File: src/rtl/stm1_pkg.sv
// Shared definitions for the STM-1 TX frame scheduler slice.
//  - Frame geometry (bits per frame/row, rows, columns, overhead extents).
//  - Counter widths for pos/row/col/bitn.
//  - Scheduler FSM state type {IDLE, RUN}.
package stm1_pkg;

    localparam int STM1_FRAME_BITS = 19440;
    localparam int STM1_ROW_BITS   = 2160;
    localparam int STM1_COLS       = 270;
    localparam int STM1_ROWS       = 9;
    localparam int STM1_SOH_COLS   = 9;
    localparam int STM1_RSOH_ROWS  = 3;
    localparam int STM1_B2_ROW     = 4;

    localparam int POS_W = 15;
    localparam int ROW_W = 4;
    localparam int COL_W = 9;
    localparam int BIT_W = 3;

    typedef enum logic {
        IDLE = 1'b0,
        RUN  = 1'b1
    } stm1_state_e;

endpackage

File: src/rtl/stm1_pos_cnt.sv
// Cascaded frame position counters: bitn (0..7) -> col (0..COLS-1) -> row (0..ROWS-1),
// plus a linear pos (0..frame-1) kept alongside. No divider is used anywhere.
// Ports:
//  clk155   in   bit clock
//  rst      in   synchronous reset, active-high
//  clr      in   load zero into all counters on the next edge
//  inc      in   advance by one bit (ignored while clr)
//  pos/row/col/bitn          out  registered current position
//  nxt_pos/nxt_row/nxt_col/nxt_bitn  out  combinational next position, used by the
//                                         owner to register decodes aligned with pos
module stm1_pos_cnt
    import stm1_pkg::*;
#(
    parameter int COLS = STM1_COLS,
    parameter int ROWS = STM1_ROWS
) (
    input  logic             clk155,
    input  logic             rst,
    input  logic             clr,
    input  logic             inc,
    output logic [POS_W-1:0] pos,
    output logic [ROW_W-1:0] row,
    output logic [COL_W-1:0] col,
    output logic [BIT_W-1:0] bitn,
    output logic [POS_W-1:0] nxt_pos,
    output logic [ROW_W-1:0] nxt_row,
    output logic [COL_W-1:0] nxt_col,
    output logic [BIT_W-1:0] nxt_bitn
);

    localparam int FRAME = COLS * ROWS * 8;

    // Next-position computation: clear, cascaded increment with wrap, or hold.
    always_comb begin
        nxt_pos  = pos;
        nxt_row  = row;
        nxt_col  = col;
        nxt_bitn = bitn;
        if (clr) begin
            nxt_pos  = POS_W'(0);
            nxt_row  = ROW_W'(0);
            nxt_col  = COL_W'(0);
            nxt_bitn = BIT_W'(0);
        end else if (inc) begin
            nxt_pos = (pos == POS_W'(FRAME - 1)) ? POS_W'(0) : pos + POS_W'(1);
            if (bitn == BIT_W'(7)) begin
                nxt_bitn = BIT_W'(0);
                if (col == COL_W'(COLS - 1)) begin
                    nxt_col = COL_W'(0);
                    nxt_row = (row == ROW_W'(ROWS - 1)) ? ROW_W'(0) : row + ROW_W'(1);
                end else begin
                    nxt_col = col + COL_W'(1);
                end
            end else begin
                nxt_bitn = bitn + BIT_W'(1);
            end
        end else begin
            nxt_pos  = pos;
        end
    end

    // Position registers.
    always_ff @(posedge clk155) begin
        if (rst) begin
            pos  <= POS_W'(0);
            row  <= ROW_W'(0);
            col  <= COL_W'(0);
            bitn <= BIT_W'(0);
        end else begin
            pos  <= nxt_pos;
            row  <= nxt_row;
            col  <= nxt_col;
            bitn <= nxt_bitn;
        end
    end

endmodule

File: src/rtl/stm1_soh_sched.sv
// Bit-serial STM-1 TX frame scheduler (1 bit per clk155 cycle, 19440 bits/frame).
// Owns the frame position, issues sof / RSOH window / B2 calc enable, captures the
// BIP-24 result on the rising edge of b2_vld and serialises it MSB-first into the
// three B2 bytes (row 4, cols 0..2).
// Optional feature macro: STM1_SCHED_FSYNC_EN (external frame sync / realign).
// Ports:
//  clk155, rst (sync, active-high), sched_en (run level), fsync_in (frame sync pulse),
//  b2_pdi[23:0]/b2_vld (BIP-24 result), sof, row[3:0], col[8:0], bitn[2:0], rsoh_win,
//  b2_calc_en, b2_ins, b2_sdo, b2_miss, realign. All outputs are registered.
module stm1_soh_sched
    import stm1_pkg::*;
#(
    parameter int COLS      = STM1_COLS,
    parameter int ROWS      = STM1_ROWS,
    parameter int SOH_COLS  = STM1_SOH_COLS,
    parameter int RSOH_ROWS = STM1_RSOH_ROWS,
    parameter int B2_ROW    = STM1_B2_ROW
) (
    input  logic             clk155,
    input  logic             rst,
    input  logic             sched_en,
    input  logic             fsync_in,
    input  logic [23:0]      b2_pdi,
    input  logic             b2_vld,
    output logic             sof,
    output logic [ROW_W-1:0] row,
    output logic [COL_W-1:0] col,
    output logic [BIT_W-1:0] bitn,
    output logic             rsoh_win,
    output logic             b2_calc_en,
    output logic             b2_ins,
    output logic             b2_sdo,
    output logic             b2_miss,
    output logic             realign
);

    localparam int FRAME = COLS * ROWS * 8;

    stm1_state_e      state;
    logic [POS_W-1:0] pos;
    logic [POS_W-1:0] nxt_pos;
    logic [ROW_W-1:0] nxt_row;
    logic [COL_W-1:0] nxt_col;
    logic [BIT_W-1:0] nxt_bitn;
    logic             fsync_hit;
    logic             cnt_clr;
    logic             cnt_inc;
    logic             capture;
    logic             nxt_rsoh;
    logic             nxt_win;
    logic             win_first;
    logic             win_last;
    logic [23:0]      b2_src;
    logic             b2_vld_d;
    logic [23:0]      b2_hold;
    logic [23:0]      b2_shift;
    logic             b2_fresh;
    logic             cap_in_win;

`ifdef STM1_SCHED_FSYNC_EN
    assign fsync_hit = (state == RUN) & sched_en & fsync_in;
`else
    assign fsync_hit = 1'b0 & fsync_in;
`endif

    // In IDLE the counter is parked at zero so the first RUN cycle is pos 0.
    assign cnt_clr = (state == IDLE) | ~sched_en | fsync_hit;
    assign cnt_inc = (state == RUN);

    stm1_pos_cnt #(
        .COLS (COLS),
        .ROWS (ROWS)
    ) u_pos_cnt (
        .clk155   (clk155),
        .rst      (rst),
        .clr      (cnt_clr),
        .inc      (cnt_inc),
        .pos      (pos),
        .row      (row),
        .col      (col),
        .bitn     (bitn),
        .nxt_pos  (nxt_pos),
        .nxt_row  (nxt_row),
        .nxt_col  (nxt_col),
        .nxt_bitn (nxt_bitn)
    );

    // Decodes of the next position; registering them keeps outputs aligned with pos.
    assign nxt_rsoh  = (nxt_row < ROW_W'(RSOH_ROWS)) & (nxt_col < COL_W'(SOH_COLS));
    assign nxt_win   = sched_en & (nxt_row == ROW_W'(B2_ROW)) & (nxt_col < COL_W'(3));
    assign win_first = nxt_win & (nxt_col == COL_W'(0)) & (nxt_bitn == BIT_W'(0));
    assign win_last  = nxt_win & (nxt_col == COL_W'(2)) & (nxt_bitn == BIT_W'(7));
    assign capture   = b2_vld & ~b2_vld_d;
    // A capture coinciding with window start is forwarded straight into the window.
    assign b2_src    = capture ? b2_pdi : b2_hold;

    // Scheduler FSM, B2 capture/serialiser and registered output decodes.
    always_ff @(posedge clk155) begin
        if (rst) begin
            state      <= IDLE;
            sof        <= 1'b0;
            rsoh_win   <= 1'b0;
            b2_calc_en <= 1'b0;
            b2_ins     <= 1'b0;
            b2_sdo     <= 1'b0;
            b2_miss    <= 1'b0;
            realign    <= 1'b0;
            b2_vld_d   <= 1'b0;
            b2_hold    <= 24'd0;
            b2_shift   <= 24'd0;
            b2_fresh   <= 1'b0;
            cap_in_win <= 1'b0;
        end else begin
            case (state)
                IDLE:    state <= sched_en ? RUN : IDLE;
                RUN:     state <= sched_en ? RUN : IDLE;
                default: state <= IDLE;
            endcase

            b2_vld_d   <= b2_vld;
            sof        <= sched_en & (nxt_pos == POS_W'(0));
            rsoh_win   <= sched_en & nxt_rsoh;
            b2_calc_en <= sched_en & ~nxt_rsoh;
            b2_ins     <= nxt_win;
            realign    <= fsync_hit & (pos != POS_W'(FRAME - 1));

            if (capture) begin
                b2_hold <= b2_pdi;
            end else begin
                b2_hold <= b2_hold;
            end

            if (win_first) begin
                b2_shift   <= b2_src;
                b2_sdo     <= b2_src[23];
                b2_miss    <= ~(b2_fresh | capture);
                cap_in_win <= 1'b0;
            end else if (nxt_win) begin
                // Mid-window captures only update b2_hold; the word in flight is untouched.
                b2_shift   <= {b2_shift[22:0], 1'b0};
                b2_sdo     <= b2_shift[22];
                b2_miss    <= 1'b0;
                cap_in_win <= cap_in_win | capture;
            end else begin
                b2_sdo     <= 1'b0;
                b2_miss    <= 1'b0;
            end

            // The sent word is consumed at the last bit; a capture seen inside the
            // window (after its start) survives as fresh for the next frame.
            if (win_last) begin
                b2_fresh <= capture | cap_in_win;
            end else if (capture) begin
                b2_fresh <= 1'b1;
            end else begin
                b2_fresh <= b2_fresh;
            end
        end
    end

endmodule

File: config.mk
export PLATFORM = sky130hd
export DESIGN_NAME = stm1_soh_sched
export DESIGN_NICKNAME = d
export VERILOG_FILES = /design/src/rtl/stm1_pkg.sv /design/src/rtl/stm1_pos_cnt.sv /design/src/rtl/stm1_soh_sched.sv
export SDC_FILE = /design/constraint.sdc
export NUM_CORES = 1
export LEC_CHECK = 0
export ABC_AREA = 1
export BUFFER_PORTS_ARGS = -buffer_cell sky130_fd_sc_hd__buf_2
export CAP_MARGIN = 10
export CORE_MARGIN = 2
export CORE_UTILIZATION = 62
export DETAILED_ROUTE_END_ITERATION = 16
export PLACE_DENSITY = 0.91
export SYNTH_ARGS = -nofsm -noshare
export SYNTH_HDL_FRONTEND = slang
export SYNTH_SLANG_ARGS = --single-unit
export TNS_END_PERCENT = 1
File: constraint.sdc
create_clock -name clk155 -period 4.6 [get_ports clk155]
set_input_delay 0.69 -clock clk155 [delete_from_list [all_inputs] [get_ports clk155]]
set_output_delay 0.69 -clock clk155 [all_outputs]
set_load 0.1 [all_outputs]
==> qor.yml, run 1 <==
sta:
  min_period_over_period_pct: 65.14
  setup_violations: 0
  finalHoldViolCount: 0
  final-max-slew-violation-count: 0
  setup-tns-final_ns: 0
  fin_crit_ns: 2.996
  fmaxAchievable_ghz: 0.3338
  rsz0062_at_grt: "false"
  relSlewSlack_pct: 47.98
  worst_pin_slew_ns: 0.7754
  skew_ns: 0.01490
setup_path:
  cp.arrival_ns: 3.22
  slowest_delay_ns: 0.57
  critPathKind: "flip-flop to flip-flop"
  rrSetupSlack_ns: 1.60
  end_kind: "flip-flop"
  r2r_cells: 11
  required_ns: 4.82
  crit_chain: "ha_1 > ha_1 > nand2_1 > nor2_2 > xor2_1 > o21ai_1 > nand2_1 > nor3_1 > nand4_1 > nor2_1 > a21oi_1"
  worst_r2r_endpoint: "b2_shift[9]"
  startpoint_type: "flip-flop"
  crit_slowest_cell: "nand4_1"
  r2r-start: "u_pos_cnt.bitn[0]"
  cp_max_fo: 15
cts:
  post_cts.repair.setup_buffers: 0
  numCtsBuffers: 9
  cts_resized: 0
  cts_max_path_buffers: 2
  clock-root-buffer: "clkbuf_8"
  worstSkewPairLatency_ns: 0.36
  cts_tree: "yes"
  h-tree-depth: 3
  holdBufCountCts: 0
  cts_num_sinks: 88
  clk_pin_slew_ns: 0.09
finish:
  final_cell_mix: "110 x nand2_1, 97 x nor2_1, 88 x dfxtp_1"
  final_util_pct: 71.65
  diodes: 0
  drive_gt1_share_pct: 15.49
  finalNetCount: 638
  syn_to_final_growth_pct: 10.72
  layout_commonest_cell: "nand2_1"
  fin_cells: 684
route:
  drt_iter0_drc: 335
  drcViolationCount: 0
  m1WireLength_um: 3860
  wl_um: 9188
  wl_met3_um: 562
  top_layer: "met4"
  vias: 3821
  drt-wirelength-per-cell_um: 13.43
  avgViaCountPerCell: 5.586
  route.met2.wl_um: 4557
  drtAntennaViolNets: 0
  drtPass1Iterations: 4
synthesis:
  ys.flop_type: "dfxtp_1"
  synth_area_um2: 4133
  synthTopCellsByArea: "dfxtp_1 43%, nand2_1 10%, nor2_1 8.9%"
  ys_seq_area_share_pct: 42.63
  synth_seq_cells: 88
  synthArstFlopShare_pct: 0
  syn_inst: 560
  syn-mean-instance-area_um2: 7.380
  ys_warn_count: 0
  synth_top_area_share_pct: 42.63
  yosys.area.top_type: "dfxtp_1"
  synth_edf_count: 0
  synth_cell_types: 39
  syn_nets: 596
place:
  port-buffer-count: 49
  placed_cells: 668
  dp_hpwl_um: 6476
  gp_congestion: 0.8701
die:
  ios: 52
  core_um2: 6386
  start_util_pct: 64.71
  fp-row-count: 29
  die_area_um2: 7335
  die_w_um: 85.65
  die_h_um: 85.65
power_and_ir_drop:
  clockPowerShare_pct: 36.2
  switchingPower_uw: 344.0
  power_density_nw_per_um2: 302.0
  sw_frac_of_total_pct: 24.90
  pwr-share-comb_pct: 7.2
  p_leak_nw: 2.130
  p_total_mw: 1.382
  seqPwrFrac_pct: 56.6
  intPower_mw: 1.038
  ir_drop_mv: 0.2300
global_routing:
  grt_pass1_vias: 3634
  antenna_found_initial: 0
  grt_usage_pct: 26.45
  grt_max_degree: 62
  gr-total-overflow: 0
  grt_pass1_wl_um: 15700
hold_path:
  hp-class: "flip-flop to flip-flop"
  hold_depth: 1
  hold_start: "b2_fresh"
  hold_end: "b2_miss"
job:
  maxCapViolCount: 0
run_status:
  status: "completed"
cell families (layout without fill, tap and decap cells):
group	Yosys count	count (layout)	synth area share (%)
multiplexers	22	22	5.328
adder cells (fa/ha/maj)	7	7	2.119
XOR/XNOR	6	6	1.272
buffers and inverters	79	126	7.932
other	1	1	0.09074
AND/OR/NAND/NOR	282	282	30.64
AO/OA/AOI/OAI	75	75	9.991
flip-flops	88	88	42.63
power by group through the flow:
stage / logic, mW / registers, mW / clock network [mW]
after floorplan: 0.0650 / 0.807 / 0
after global placement: 0.0960 / 0.799 / 0
after detailed placement: 0.0981 / 0.800 / 0
after global routing: 0.110 / 0.784 / 0.537
final: 0.0993 / 0.782 / 0.500
after CTS: 0.0987 / 0.782 / 0.507
per-layer routing:
metal | up-vias | global-route usage [%]
li1 | 1881 | -
met1 | 1762 | 33.07
met2 | 157 | 44.89
met3 | 21 | 4.139
met4 | 0 | 12.27
met5 | - | 0
how the worst max path moves through the flow:
stage	startpoint	end	slack, ns	cells after the start
finish	u_pos_cnt.bitn[0]	b2_shift[9]	1.60	11
detailed placement	sched_en	b2_shift[3]	1.75	12
global route	u_pos_cnt.bitn[0]	b2_shift[9]	1.35	11
CTS	u_pos_cnt.bitn[0]	b2_shift[9]	1.68	11
floorplan	u_pos_cnt.bitn[0]	b2_shift[1]	1.62	12
global placement	rst	sof	1.80	9
area by class of cell:
class                   count  area [um2]
inverters                  59       221.5
clock buffers              11       151.4
fillers                   513        1810
flip-flops and latches     88        1762
well taps                  77       96.34
multi-input cells         393        2046
clock inverters             5       38.79
repair buffers             51       260.3
sequential cells by signal (all words and copies together) (netlist names), 3 cells and up:
name	flops
b2_hold	24
b2_shift	23
u_pos_cnt.pos	15
u_pos_cnt.col	9
u_pos_cnt.row	4
u_pos_cnt.bitn	3
Yosys cell counts (3+ instances only):
library cell / instances
inv_2: 4
nor2_4: 3
ha_1: 7
nor3_1: 9
nand4_1: 7
dfxtp_1: 88
nand3_2: 4
nor2_1: 98
o21ai_1: 16
a21oi_1: 25
mux2i_1: 22
xor2_1: 5
inv_1: 54
buf_2: 7
o21ai_0: 19
o21a_1: 9
nand3_1: 30
nor2_2: 6
clkbuf_1: 9
nand2_1: 110
worst max-delay path: cells and delay by family, from the launching register on:
family                   cells  cell delay (ns)
adder cells (fa/ha/maj)      2             0.48
flip-flops                   1             0.36
AND/OR/NAND/NOR              6             1.58
XOR/XNOR                     1             0.14
AO/OA/AOI/OAI                2             0.29
through the flow:
stage,cell area [um2],hold WS [ns],setup slack (ns)
after floorplan,4133,0.4040,1.620
after global placement,4385,0.4098,1.799
after detailed placement,4385,0.4238,1.747
after CTS,4576,0.4346,1.682
after global routing,4576,0.4599,1.347
final,4576,0.4339,1.604
(Power assumes the default switching activity.)
==> run 2: changes to the inputs <==
--- a/config.mk
+++ b/config.mk
@@ -9,9 +9,9 @@
 export BUFFER_PORTS_ARGS = -buffer_cell sky130_fd_sc_hd__buf_2
 export CAP_MARGIN = 10
 export CORE_MARGIN = 2
-export CORE_UTILIZATION = 62
+export CORE_UTILIZATION = 58
 export DETAILED_ROUTE_END_ITERATION = 16
-export PLACE_DENSITY = 0.91
+export PLACE_DENSITY = 0.86
 export SYNTH_ARGS = -nofsm -noshare
 export SYNTH_HDL_FRONTEND = slang
 export SYNTH_SLANG_ARGS = --single-unit
==> constraint.sdc (replaced) <==
create_clock -name clk155 -period 3 [get_ports clk155]
set_input_delay 0.45 -clock clk155 [delete_from_list [all_inputs] [get_ports clk155]]
set_output_delay 0.45 -clock clk155 [all_outputs]
set_load 0.1 [all_outputs]
==> qor.yml, run 2 (synthesis results as in run 1) <==
setup_path:
  crit_chain: "ha_1 > ha_1 > nand3_1 > nor2_1 > nand4_1 > nand3_2 > nand2_1 > nor2_2 > nand3_4 > inv_2 > nand2_4 > a21oi_1"
  critPathKind: "flip-flop to flip-flop"
  cp_max_fo: 18  # +3
  required_ns: 3.29  # -1.53 ns
  crit_start: "u_pos_cnt.bitn[0]"
  slowest_delay_ns: 0.37  # -0.20 ns
  cp-endpoint: "b2_shift[2]"
  startpoint_type: "flip-flop"
  crit_slowest_cell: "dfxtp_1"
  cp.arrival_ns: 3.00  # -0.22 ns
  end_kind: "flip-flop"
  rrSetupSlack_ns: 0.29  # -1.31 ns
  crit_top_cell: "ha_1"
  worst_r2r_endpoint: "b2_shift[2]"
  r2r_cells: 12  # +1
  r2r-start: "u_pos_cnt.bitn[0]"
cts:
  post_cts.repair.setup_buffers: 0  # unchanged
  cts_tree: "yes"
  numCtsBuffers: 9  # unchanged
  clk_pin_slew_ns: 0.10  # about the same
  cts_max_path_buffers: 2  # unchanged
  clock-root-buffer: "clkbuf_8"
  holdBufCountCts: 0  # unchanged
  cts_resized: 0  # unchanged
  cts_num_sinks: 88  # unchanged
  h-tree-depth: 3  # unchanged
  worstSkewPairLatency_ns: 0.36  # about the same
sta:
  fin_crit_ns: 2.710  # -0.2866 ns
  setup_violations: 0  # unchanged
  setup-tns-final_ns: 0  # unchanged
  relSlewSlack_pct: 59.30  # +11 points
  skew_ns: 0.01143  # -0.003474 ns
  fmaxAchievable_ghz: 0.3691  # +11%
  whs_ns: 0.3158  # -0.1181 ns
  min_period_over_period_pct: 90.32  # +25 points
  worst_pin_slew_ns: 0.6105  # -0.1649 ns
  finalHoldViolCount: 0  # unchanged
  rsz0062_at_grt: "false"
  final-max-slew-violation-count: 0  # unchanged
power_and_ir_drop:
  p_total_mw: 2.110  # +53%
  p_leak_nw: 2.147  # +0.83%
  power_density_nw_per_um2: 457.3  # +51%
  ir_drop_mv: 0.3177  # +38%
route:
  drtAntennaViolNets: 0  # unchanged
  drcViolationCount: 0  # unchanged
  vias: 3668  # -4.0%
  drtPass1Iterations: 4  # unchanged
  drt_iter0_drc: 275  # -18%
  drt-wirelength-per-cell_um: 12.53  # -6.7%
  wl_um: 8844  # -3.7%
  avgViaCountPerCell: 5.195  # -7.0%
die:
  ios: 52  # unchanged
  die_area_um2: 7816  # +6.6%
  die_h_um: 88.41  # +3.2%
  start_util_pct: 60.49  # -4.2 points
  fp-row-count: 30  # +3.4%
  die_w_um: 88.41  # +3.2%
  core_um2: 6832  # +7.0%
place:
  dp_hpwl_um: 6129  # -5.4%
  gp_congestion: 0.8469  # -2.7%
  placed_cells: 689  # +3.1%
  port-buffer-count: 49  # unchanged
global_routing:
  antenna_found_initial: 0  # unchanged
  gr-total-overflow: 0  # unchanged
  grt_usage_pct: 22.85  # -3.6 points
  grt_max_degree: 61  # -1.6%
  grt_pass1_wl_um: 14100  # -10%
  grt_pass1_vias: 3321  # -8.6%
finish:
  fin_cells: 706  # +3.2%
  top_regs: "b2_hold: 24 flops, b2_shift: 23 flops, u_pos_cnt.pos: 15 flops"
  multi_input_area_um2: 2056  # +0.49%
  largest_register_ff_count: 24  # unchanged
  regArea_um2: 1762  # unchanged
  final_cell_mix: "110 x nand2_1, 97 x nor2_1, 88 x dfxtp_1"
  finalNetCount: 641  # +0.47%
  final_util_pct: 67.53  # -4.1 points
  regMostFlops: "b2_hold"
  layout_commonest_cell: "nand2_1"
  fillers: 609  # +19%
  drive_gt1_share_pct: 15.90  # +0.42 points
  syn_to_final_growth_pct: 11.63
  diodes: 0  # unchanged
hold_path:
  hp-class: "input port to flip-flop"
run_status:
  status: "completed"
job:
  maxCapViolCount: 0  # unchanged
==> run 2: how the worst min path moves through the flow <==
stage                     depth (start not counted)  startpoint  slack (ns)  endpoint
after global routing                              3      b2_vld        0.33  b2_vld_d
after detailed placement                          1    b2_fresh        0.43   b2_miss
after CTS                                         3      b2_vld        0.32  b2_vld_d
after global placement                            1    b2_fresh        0.41   b2_miss
final                                             3      b2_vld        0.32  b2_vld_d
after floorplan                                   1    b2_fresh        0.40   b2_miss
==> run 2: area by class of cell <==
cell class / count / share of cell area [%]
clock buffer: 9 / 2.685
clock inverter: 7 / 1.193
timing repair buffer: 53 / 5.967
inverter: 59 / 4.801
tap: 96 / 2.604
multi-input combinational: 394 / 44.56
sequential: 88 / 38.19
==> run 2: where the power goes <==
part	internal (mW)	leakage (nW)	switching (mW)
Combinational	0.0505	1.34	0.104
Clock	0.311	0.0919	0.445
Sequential	1.19	0.714	0.00814
==> run 2: layer usage <==
| metal | track usage (%) | up-vias | wire [um] |
|---|---|---|---|
| met2 | 38.07 | 94 | 4354 |
| li1 | - | 1892 | - |
| met5 | 0 | - | 0 |
| met4 | 10.06 | 0 | 196 |
| met1 | 28.91 | 1662 | 3836 |
| met3 | 4.384 | 20 | 457 |
==> run 2: worst max-delay path, delay by kind of cell (launching register included) <==
family / cells / cell delay [ns]
simple gates: 8 / 1.31
fa+ha+maj: 2 / 0.49
flops: 1 / 0.37
buf+inv: 1 / 0.29
compound gates: 1 / 0.18
==> run 2: through the flow <==
step                      setup slack, ns  area (um2)
final                              0.2904        4613
after global routing              0.02020        4613
after CTS                          0.2903        4603
after detailed placement           0.3498        4424
after global placement             0.3989        4424
after floorplan                   0.01997        4133
